$ cat src/rtl/line_feeder_credit_ctrl_if.sv
// ---------------------------------------------------------------------------
// line_feeder_credit_ctrl_if
//
// Purpose:
//   Ready/valid pixel stream carrying raw 8-bit pixels into the line feeder.
//   A beat transfers on a rising clock edge where s_tvalid && s_tready.
//
// Signals:
//   s_tdata   [7:0]  pixel value, driven by the source
//   s_tvalid         pixel valid, driven by the source
//   s_tready         pixel accepted, driven by the sink
//
// Modports:
//   master  - pixel source (drives data/valid, observes ready)
//   slave   - pixel sink   (observes data/valid, drives ready)
// ---------------------------------------------------------------------------
interface line_feeder_credit_ctrl_if;
    logic [7:0] s_tdata;
    logic       s_tvalid;
    logic       s_tready;

    modport master (
        output s_tdata,
        output s_tvalid,
        input  s_tready
    );

    modport slave (
        input  s_tdata,
        input  s_tvalid,
        output s_tready
    );
endinterface

$ cat src/rtl/line_feeder_credit_ctrl.sv
// ---------------------------------------------------------------------------
// line_feeder_credit_ctrl
//
// Purpose:
//   Upstream companion of the 4-line buffer controller. Accepts a raw pixel
//   stream and writes it into the line buffer bank one line at a time.
//   Writing is throttled by line credits: BUF_LINES lines may be written up
//   front, and each i_line_done pulse from the consumer returns one credit.
//   Once every line is written and the consumer has reported all of its
//   output rows, o_frame_done pulses and the block returns to idle.
//
// Optional feature (compile-time macro LINE_FEEDER_ZERO_PAD_EN):
//   When defined, one all-zero line is injected before the first input line
//   and one after the last. Pad lines obey the same credit rule as input
//   lines, but the input stream is stalled (s_tready=0) while they are
//   emitted. When undefined, no pad logic is built.
//
// Parameters:
//   IMAGE_WIDTH   pixels per line
//   IMAGE_HEIGHT  input lines per frame (minimum 3)
//   BUF_LINES     line-buffer depth in lines; initial credit count
//
// Ports:
//   clk                 clock
//   reset_n             synchronous active-low reset
//   i_start             single-cycle frame start pulse (honoured in IDLE only)
//   pix_in              ready/valid pixel input (slave side)
//   o_pixel_data        pixel to the line buffer bank
//   o_pixel_data_valid  write strobe to the line buffer bank
//   i_line_done         single-cycle pulse: consumer freed one line
//   o_busy              high from the cycle after i_start until o_frame_done
//   o_frame_done        single-cycle end-of-frame pulse
//   o_err               sticky: i_line_done with all credits home, or in IDLE
// ---------------------------------------------------------------------------
module line_feeder_credit_ctrl #(
    parameter int IMAGE_WIDTH  = 512,
    parameter int IMAGE_HEIGHT = 512,
    parameter int BUF_LINES    = 4
) (
    input  logic                            clk,
    input  logic                            reset_n,
    input  logic                            i_start,
    line_feeder_credit_ctrl_if.slave        pix_in,
    output logic [7:0]                      o_pixel_data,
    output logic                            o_pixel_data_valid,
    input  logic                            i_line_done,
    output logic                            o_busy,
    output logic                            o_frame_done,
    output logic                            o_err
);

    // -----------------------------------------------------------------------
    // Derived sizes and constants
    // -----------------------------------------------------------------------
    localparam int PIX_W  = (IMAGE_WIDTH > 1) ? $clog2(IMAGE_WIDTH) : 1;
    localparam int LINE_W = $clog2(IMAGE_HEIGHT + 3);
    localparam int CRED_W = $clog2(BUF_LINES + 1);

`ifdef LINE_FEEDER_ZERO_PAD_EN
    localparam int LINES_TOTAL = IMAGE_HEIGHT + 2;
`else
    localparam int LINES_TOTAL = IMAGE_HEIGHT;
`endif
    // The 3-line consumer yields two fewer output rows than lines written.
    localparam int DONE_TOTAL = LINES_TOTAL - 2;

    localparam logic [PIX_W-1:0]  PIX_LAST  = PIX_W'(IMAGE_WIDTH - 1);
    localparam logic [LINE_W-1:0] LINE_LAST = LINE_W'(LINES_TOTAL - 1);
    localparam logic [LINE_W-1:0] DONE_END  = LINE_W'(DONE_TOTAL);
    localparam logic [CRED_W-1:0] CRED_FULL = CRED_W'(BUF_LINES);

    typedef enum logic [1:0] {
        IDLE   = 2'd0,
        STREAM = 2'd1,
        DRAIN  = 2'd2
    } state_t;

    // -----------------------------------------------------------------------
    // State and counters
    // -----------------------------------------------------------------------
    state_t              state_q;
    state_t              state_d;
    logic [PIX_W-1:0]    pix_ctr;
    logic [LINE_W-1:0]   line_ctr;
    logic [LINE_W-1:0]   done_ctr;
    logic [CRED_W-1:0]   credits;

    // -----------------------------------------------------------------------
    // Decoded conditions
    // -----------------------------------------------------------------------
    logic has_credit;
    logic pad_line;
    logic ready;
    logic pad_wr;
    logic accept;
    logic wr;
    logic wrap;
    logic last_line;
    logic line_ret;
    logic drain_done;

    assign has_credit = (credits != '0);

`ifdef LINE_FEEDER_ZERO_PAD_EN
    // First and last lines of the frame are synthesised zero lines.
    assign pad_line = (line_ctr == '0) || (line_ctr == LINE_LAST);
`else
    assign pad_line = 1'b0;
`endif

    assign accept     = pix_in.s_tvalid && ready;
    assign wr         = accept || pad_wr;
    assign wrap       = wr && (pix_ctr == PIX_LAST);
    assign last_line  = (line_ctr == LINE_LAST);
    assign line_ret   = i_line_done && (state_q != IDLE);
    assign drain_done = (state_q == DRAIN) && (done_ctr == DONE_END);

    // -----------------------------------------------------------------------
    // FSM: state register
    // -----------------------------------------------------------------------
    // NOTE: sequential state is always assigned with <= so every flop samples
    // the pre-edge values of the others, independent of statement order.
    always_ff @(posedge clk) begin
        if (!reset_n) begin
            state_q <= IDLE;
        end else begin
            state_q <= state_d;
        end
    end

    // -----------------------------------------------------------------------
    // FSM: next-state logic
    // -----------------------------------------------------------------------
    // NOTE: every always_comb output gets a default on entry so that no path
    // leaves it unassigned, which would otherwise infer a latch.
    always_comb begin
        state_d = state_q;
        unique case (state_q)
            IDLE: begin
                if (i_start) begin
                    state_d = STREAM;
                end
            end
            STREAM: begin
                // Leaving on the final wrap drops s_tready on the very cycle
                // the wrap is registered.
                if (wrap && last_line) begin
                    state_d = DRAIN;
                end
            end
            DRAIN: begin
                if (drain_done) begin
                    state_d = IDLE;
                end
            end
            default: begin
                state_d = IDLE;
            end
        endcase
    end

    // -----------------------------------------------------------------------
    // FSM: output logic
    //   s_tready depends only on registered state, never on s_tvalid, so the
    //   source can not form a combinational loop through this block.
    // -----------------------------------------------------------------------
    always_comb begin
        ready  = 1'b0;
        pad_wr = 1'b0;
        if (state_q == STREAM) begin
            ready  = has_credit && !pad_line;
            pad_wr = has_credit &&  pad_line;
        end
    end

    assign pix_in.s_tready = ready;

    // -----------------------------------------------------------------------
    // Write path: one cycle from acceptance to the line buffer strobe
    // -----------------------------------------------------------------------
    always_ff @(posedge clk) begin
        if (!reset_n) begin
            o_pixel_data       <= 8'h00;
            o_pixel_data_valid <= 1'b0;
        end else begin
            o_pixel_data_valid <= wr;
            if (wr) begin
                o_pixel_data <= pad_wr ? 8'h00 : pix_in.s_tdata;
            end
        end
    end

    // -----------------------------------------------------------------------
    // Counters, credits and status flags
    // -----------------------------------------------------------------------
    always_ff @(posedge clk) begin
        if (!reset_n) begin
            pix_ctr      <= '0;
            line_ctr     <= '0;
            done_ctr     <= '0;
            credits      <= '0;
            o_busy       <= 1'b0;
            o_frame_done <= 1'b0;
            o_err        <= 1'b0;
        end else begin
            o_frame_done <= drain_done;

            if (state_q == IDLE) begin
                if (i_start) begin
                    pix_ctr  <= '0;
                    line_ctr <= '0;
                    done_ctr <= '0;
                    credits  <= CRED_FULL;
                    o_busy   <= 1'b1;
                    o_err    <= 1'b0;
                end else if (i_line_done) begin
                    // Nothing is buffered while idle, so a returned line is bogus.
                    o_err <= 1'b1;
                end
            end else begin
                if (drain_done) begin
                    o_busy <= 1'b0;
                end

                if (wrap) begin
                    pix_ctr  <= '0;
                    line_ctr <= line_ctr + 1'b1;
                end else if (wr) begin
                    pix_ctr <= pix_ctr + 1'b1;
                end

                if (line_ret) begin
                    // Saturate rather than wrap on a misbehaving consumer.
                    if (done_ctr != '1) begin
                        done_ctr <= done_ctr + 1'b1;
                    end
                    if (credits == CRED_FULL) begin
                        o_err <= 1'b1;
                    end
                end

                // A returned line and a completed line in the same cycle
                // cancel; a return with every credit home is dropped.
                unique case ({line_ret, wrap})
                    2'b10: begin
                        if (credits != CRED_FULL) begin
                            credits <= credits + 1'b1;
                        end
                    end
                    2'b01: begin
                        credits <= credits - 1'b1;
                    end
                    default: begin
                        credits <= credits;
                    end
                endcase
            end
        end
    end

endmodule

$ cat src/flat_wrapper.sv
// flat-port wrapper written by rule: the top's interface ports become plain ports
module line_feeder_credit_ctrl_flat 
#(
    parameter int IMAGE_WIDTH  = 512,
    parameter int IMAGE_HEIGHT = 512,
    parameter int BUF_LINES    = 4
)
  (clk, reset_n, i_start, o_pixel_data, o_pixel_data_valid, i_line_done, o_busy, o_frame_done, o_err, pix_in_s_tdata, pix_in_s_tvalid, pix_in_s_tready);
  line_feeder_credit_ctrl_if pix_in_i ();
  input  logic clk;
  input  logic reset_n;
  input  logic i_start;
  output logic [7:0] o_pixel_data;
  output logic o_pixel_data_valid;
  input  logic i_line_done;
  output logic o_busy;
  output logic o_frame_done;
  output logic o_err;
  input wire logic [$bits(pix_in_i.s_tdata)-1:0] pix_in_s_tdata;
  input wire logic [$bits(pix_in_i.s_tvalid)-1:0] pix_in_s_tvalid;
  output wire logic [$bits(pix_in_i.s_tready)-1:0] pix_in_s_tready;
  assign pix_in_i.s_tdata = pix_in_s_tdata;
  assign pix_in_i.s_tvalid = pix_in_s_tvalid;
  assign pix_in_s_tready = pix_in_i.s_tready;
  line_feeder_credit_ctrl #(.IMAGE_WIDTH(IMAGE_WIDTH), .IMAGE_HEIGHT(IMAGE_HEIGHT), .BUF_LINES(BUF_LINES)) u_core (.clk(clk), .reset_n(reset_n), .i_start(i_start), .pix_in(pix_in_i), .o_pixel_data(o_pixel_data), .o_pixel_data_valid(o_pixel_data_valid), .i_line_done(i_line_done), .o_busy(o_busy), .o_frame_done(o_frame_done), .o_err(o_err));
endmodule
$ cat config.mk
export PLATFORM = sky130hd
export DESIGN_NAME = line_feeder_credit_ctrl_flat
export DESIGN_NICKNAME = d
export VERILOG_FILES = /design/src/rtl/line_feeder_credit_ctrl_if.sv /design/src/rtl/line_feeder_credit_ctrl.sv /design/src/flat_wrapper.sv
export SDC_FILE = /design/constraint.sdc
export NUM_CORES = 1
export LEC_CHECK = 0
export CAP_MARGIN = 25
export CORE_ASPECT_RATIO = 0.5
export CORE_MARGIN = 2
export CORE_UTILIZATION = 31
export CTS_BUF_LIST = sky130_fd_sc_hd__clkbuf_4
export CTS_CLUSTER_SIZE = 20
export DETAILED_ROUTE_END_ITERATION = 8
export PLACE_DENSITY = 0.54
export SYNTH_ARGS = -nofsm -noshare
export SYNTH_HDL_FRONTEND = slang
export SYNTH_SLANG_ARGS = --single-unit
$ cat constraint.sdc
create_clock -name clk -period 2.4 [get_ports clk]
set_input_delay 0.48 -clock clk [delete_from_list [all_inputs] [get_ports clk]]
set_output_delay 0.48 -clock clk [all_outputs]
set_load 0.005 [all_outputs]
# Yosys cells after proc, flatten, opt, wreduce, memory -nomap -nowiden
# Index checks and enable logic that the tools add are counted.
dict set report word_totals {
  reg_bits 46
  output_inout_bits 13
  inputBits 13
  word_cells 79
}
dict set report op_classes {
  mux 27
  add_sub_neg 5
  reduce_logical 22
  eq_ne 15
}
# cell count
set ops {}
lappend ops {{10-bit 2-to-1 mux} 6}
lappend ops {{9-bit 2-to-1 mux} 4}
lappend ops {{10-bit by 1-bit adder with 10-bit output (second input constant)} 2}
lappend ops {{10-bit by 9-bit equality test with 1-bit output (second input constant)} 2}
lappend ops {{3-bit AND reduction} 4}
lappend ops {{2-bit nonzero test} 6}
lappend ops {{10-bit != test (second input constant)} 1}
lappend ops {{9-bit by 1-bit adder with 9-bit output (second input constant)} 1}
lappend ops {{9-bit equality test (second input constant)} 1}
lappend ops {{1-bit 2-to-1 mux} 9}
lappend ops {{3-bit 2-to-1 mux} 3}
lappend ops {{3-bit nonzero test} 3}
lappend ops {{2-bit 2-to-1 mux} 3}
lappend ops {{3-bit != test (second input constant)} 2}
lappend ops {{2-bit case mux with 3 select lines} 1}
lappend ops {{3-bit case mux with 2 select lines} 1}
lappend ops {{2-bit AND reduction} 3}
lappend ops {{1-bit logical AND} 5}
lappend ops {{2-bit by 1-bit equality test with 1-bit output (second input constant)} 2}
lappend ops {{2-bit equality test (second input constant)} 2}
lappend ops {{2-bit by 1-bit != test with 1-bit output (second input constant)} 2}
lappend ops {{3-bit by 1-bit adder with 3-bit output (second input constant)} 1}
lappend ops {{3-bit equality test (second input constant)} 1}
lappend ops {{3-bit by 1-bit != test with 1-bit output (second input constant)} 1}
lappend ops {{other kinds (3)} 3}

# Logic depth before layout (Yosys ltp)
dict set report logic_depth {
  word_depth 7
  mapped_depth 13
  depth_no_buf 13
}

# Worst setup path after synthesis
# Ideal clock, no wire load.
dict set report synth_timing {
  path_kind {reg-to-reg}
  from {reg u_core.pix_ctr[0]}
  to {reg u_core.credits[2]}
  stages_incl_launch_ff 14
  t_required_ps 2330
  path_buffers 0
  t_arrival_ps 2472
  setup_time_ps 70
  slack_ps -141
  period_less_slack_ps 2541
  cell_sequence {dfxtp_1 ha_1 and4_1 ha_1 and4b_1 nand2_1 inv_2 ha_1 xor2_1 ha_1 a21oi_1 xnor2_1 a31o_2 a21oi_1}
}
dict set report synth_between {
  elab_chain_len 5
  word_cells_on_any_way 9
  classes_between {eq/ne (4); mux (2); reduce/logical (3)}
}
# element line
set synth_rtl {}
lappend synth_rtl {{start: declaration} line_feeder_credit_ctrl.sv:83} ;# logic [PIX_W-1:0] pix_ctr;
lappend synth_rtl {{start signal: assignment} line_feeder_credit_ctrl.sv:229} ;# pix_ctr <= pix_ctr + 1'b1;
lappend synth_rtl {{9-bit equality test (*)} line_feeder_credit_ctrl.sv:113} ;# assign wrap = wr && (pix_ctr == PIX_LAST);
lappend synth_rtl {{1-bit logical AND (*)} line_feeder_credit_ctrl.sv:113}
lappend synth_rtl {{2-bit equality test or 2-bit by 1-bit equality test with 1-bit output (tied branches)} line_feeder_credit_ctrl.sv:244} ;# unique case ({line_ret, wrap})
lappend synth_rtl {{3-bit by 1-bit != test with 1-bit output (no line), or another cell as far along} n/a}
lappend synth_rtl {{3-bit AND reduction (no line) or 3-bit 2-to-1 mux (tied branches)} n/a}
lappend synth_rtl {{end signal: assignment} line_feeder_credit_ctrl.sv:247} ;# credits <= credits + 1'b1;
lappend synth_rtl {{end signal: assignment} line_feeder_credit_ctrl.sv:251} ;# credits <= credits - 1'b1;
lappend synth_rtl {{end signal: assignment} line_feeder_credit_ctrl.sv:254} ;# credits <= credits;
lappend synth_rtl {{end: declaration} line_feeder_credit_ctrl.sv:86} ;# logic [CRED_W-1:0] credits;
# Mark *: on every way between the ends. The rest lies on a longest branch, timed or not.
# A chain may end at the register's enable or synchronous reset.

# Worst setup path after layout
# Same ends and word-level chain as after synthesis.

==> flow_summary.json <==
{
  "outcome": "complete, no violations",
  "synth_top_family_by_area": "simple AND/OR/NAND/NOR gates",
  "start_util": 0.321,
  "multiInputGateArea_um2": 1400,
  "drive_gt1_frac": 0.196,
  "clk_pin_slew_ps": 150,
  "coreArea_um2": 7350,
  "cap_violations": 0,
  "p_leak_nw": 1.05,
  "netlist_top_cells_count": "dfxtp_1 (46), nand2_1 (40), a21oi_1 (29)",
  "ir_worst_vdd_mv": 0.162,
  "hold_depth": 2,
  "rows": 22,
  "grtUsageMet1": 0.185,
  "drtIter0Drc": 104,
  "async_reset_ff_frac": 0,
  "rsz0062_at_grt": "yes",
  "grt_use_met2": 0.264,
  "cp_top_family": "adder cells",
  "clk_path_buf_depth": 2,
  "synth_compound_area_frac": 0.180,
  "max_slew_margin": 0.657,
  "cts_buffers": 5,
  "min_period_ps": 2380,
  "critPathMaxStageDelay_ps": 350,
  "r2r_cells": 13,
  "holdWs_ps": 468,
  "cp_cell_sequence": "ha_2 > and4_1 > ha_2 > and4b_1 > nand2_2 > inv_2 > buf_4 > buf_4 > ha_1 > a21oi_2 > xnor2_2 > a31o_2 > a21oi_1",
  "grt_max_degree": 30,
  "synth_edf_count": 0,
  "fin_nets": 352,
  "clock_latency_ps": 360,
  "syn-cell-area_um2": 2360,
  "setup_violations": 0,
  "gp_congestion": 0.830,
  "grt_usage": 0.149,
  "path_max_fanout": 9,
  "root_buffer": "clkbuf_4",
  "finalSetupTns_ps": 0,
  "avgSynthCellArea_um2": 8.35,
  "synth_top_cell_by_area": "dfxtp_1",
  "seq_area_frac_synth": 0.390,
  "die_w_um": 127,
  "synthTopCellsByArea": "dfxtp_1 (39%), nand2_1 (6.4%), a21oi_1 (6.1%), ha_1 (4.8%), nand3_1 (3.2%)",
  "via_per_inst": 5.10,
  "grtUsageMet3": 0.0326,
  "crit_cells": 13,
  "seq_area_um2": 928,
  "synth_nets": 305,
  "wl_mm": 5.74,
  "area_growth_pct": 28.4,
  "die_area_um2": 8380,
  "syn_inst": 283,
  "ys_ff_latch": 46,
  "synthAdderAreaFrac": 0.0477,
  "powerDensity_nw_per_um2": 472,
  "drv_slew": 0,
  "cts_sinks": 46,
  "dp_slack_ps": -129,
  "max_clock_freq_mhz": 420,
  "synth_top_cell_area_share": 0.390,
  "wl_per_cell_um": 13.4,
  "yosysWarningCount": 0,
  "first_pass_iters": 4,
  "required_ps": 2700,
  "drcViolationCount": 0,
  "finClkSkew_ps": 15.5,
  "grt_overflow": 0,
  "path_class": "register to register",
  "worstMarginPinSlew_ps": 509,
  "finalCritPeriodShare": 0.991,
  "yosysMostFrequentCell": "dfxtp_1",
  "fill_cells": 738,
  "synth_xor_area_frac": 0.0148,
  "die_h_um": 65.7,
  "cp_slowest_cell": "dfxtp_2",
  "cts-htree-levels": 2,
  "worst_setup_path_end_kind": "register",
  "vias": 2177,
  "cts_hold_buf": 0,
  "synth.distinct_cells": 52,
  "placement.io_buffers": 25,
  "synthSimpleGateAreaFrac": 0.291,
  "cts_tree": "built",
  "synth.area.mux_share": 0.0307,
  "synth_ff_type": "dfxtp_1",
  "finalHoldViolations": 0,
  "critPathLaunchType": "register",
  "busiest_layer": "met2",
  "grt_pass1_vias": 2184,
  "antenna_cells": 0,
  "io_pins": 26,
  "crit_arrival_ps": 2680,
  "finalWorstSetupSlack_ps": 21.4,
  "antenna_left": 0,
  "antenna_found_initial": 0,
  "place_hpwl_mm": 4.24,
  "grt_pass1_wl_mm": 9.96,
  "crit_buf_inv": 3,
  "hold_class": "register to register"
}
-- power by group --
| group | switching (mW) | leakage, nW | internal (mW) |
|---|---|---|---|
| clock network | 0.267 | 0.0374 | 0.219 |
| logic | 0.0837 | 0.641 | 0.0789 |
| registers | 0.0102 | 0.375 | 0.775 |
| total | 0.361 | 1.05 | 1.07 |
-- placed cells by master, fill, tap and decap left out, types with 6 or more instances in the layout --
master | Yosys | layout
nand2b_1 | 6 | 6
or3_1 | 8 | 8
dfxtp_1 | 46 | 40
nor3_1 | 11 | 11
buf_4 | 1 | 29
nand3_1 | 15 | 15
clkdlybuf4s50_1 | 0 | 25
nand2_1 | 40 | 39
a31oi_1 | 7 | 7
a21oi_1 | 29 | 28
o21ai_0 | 10 | 10
nor2_1 | 14 | 14
dfxtp_2 | 0 | 6
inv_1 | 9 | 9
-- final timing paths --
check,startpoint,end,slack (ps)
worst max-delay path,u_core.pix_ctr[0],u_core.credits[2],20
worst max register to register,u_core.pix_ctr[0],u_core.credits[2],20
worst min register to register,u_core.o_pixel_data[4],u_core.o_pixel_data[4],470
worst min-delay path,u_core.o_pixel_data[4],u_core.o_pixel_data[4],470
-- per-layer routing --
metal  vias up  wire [um]
met5         -          0
li1       1115          -
met3         5        160
met2        23       2670
met1      1034       2860
met4         0         47
-- logic make-up after synthesis --
logic type,Yosys count
AND/OR/NAND/NOR,127
flip-flops,46
XOR/XNOR,4
multiplexers,7
adder cells (fa/ha/maj),9
AO/OA/AOI/OAI,66
buffers and inverters,24
-- repair_timing --
action,CTS,global route
setup buffers,2,0
resized for setup,5,1
endpoints found under the setup margin,1,3
pin swaps,4,5
-- registers in the layout, indices dropped and copies added (netlist names) --
signal / flops
u_core.o_busy: 1
u_core.done_ctr: 10
u_core.pix_ctr: 9
u_core.o_pixel_data_valid: 1
u_core.state_q: 2
u_core.line_ctr: 10
u_core.o_frame_done: 1
u_core.credits: 3
u_core.o_err: 1
u_core.o_pixel_data: 8
-- worst register-to-register path, stage by stage, from the launching register on --
cell and delay [ps]:
dfxtp_2 350, ha_2 180, and4_1 190, ha_2 180, and4b_1 210, nand2_2 80
inv_2 50, buf_4 120, buf_4 160, ha_1 210, a21oi_2 180, xnor2_2 100
a31o_2 210, a21oi_1 100
-- metrics by stage --
step	utilization	cells	cell area [um2]	total power, mW
after CTS	0.412	427	3030	1.45
after detailed placement	0.396	417	2910	0.964
after global routing	0.413	427	3030	1.51
final	0.413	427	3030	1.43
after global placement	0.396	417	2910	0.962
after floorplan	-	283	2410	0.881
-- final cells by class --
type	count	area share
Timing Repair Buffer	54	0.154
Sequential cell	46	0.306
Clock buffer	5	0.0124
Inverter	10	0.0124
Tap cell	96	0.0396
Multi-Input combinational cell	213	0.461
Clock inverter	3	0.0148
Power figures use the tool's default switching activity.
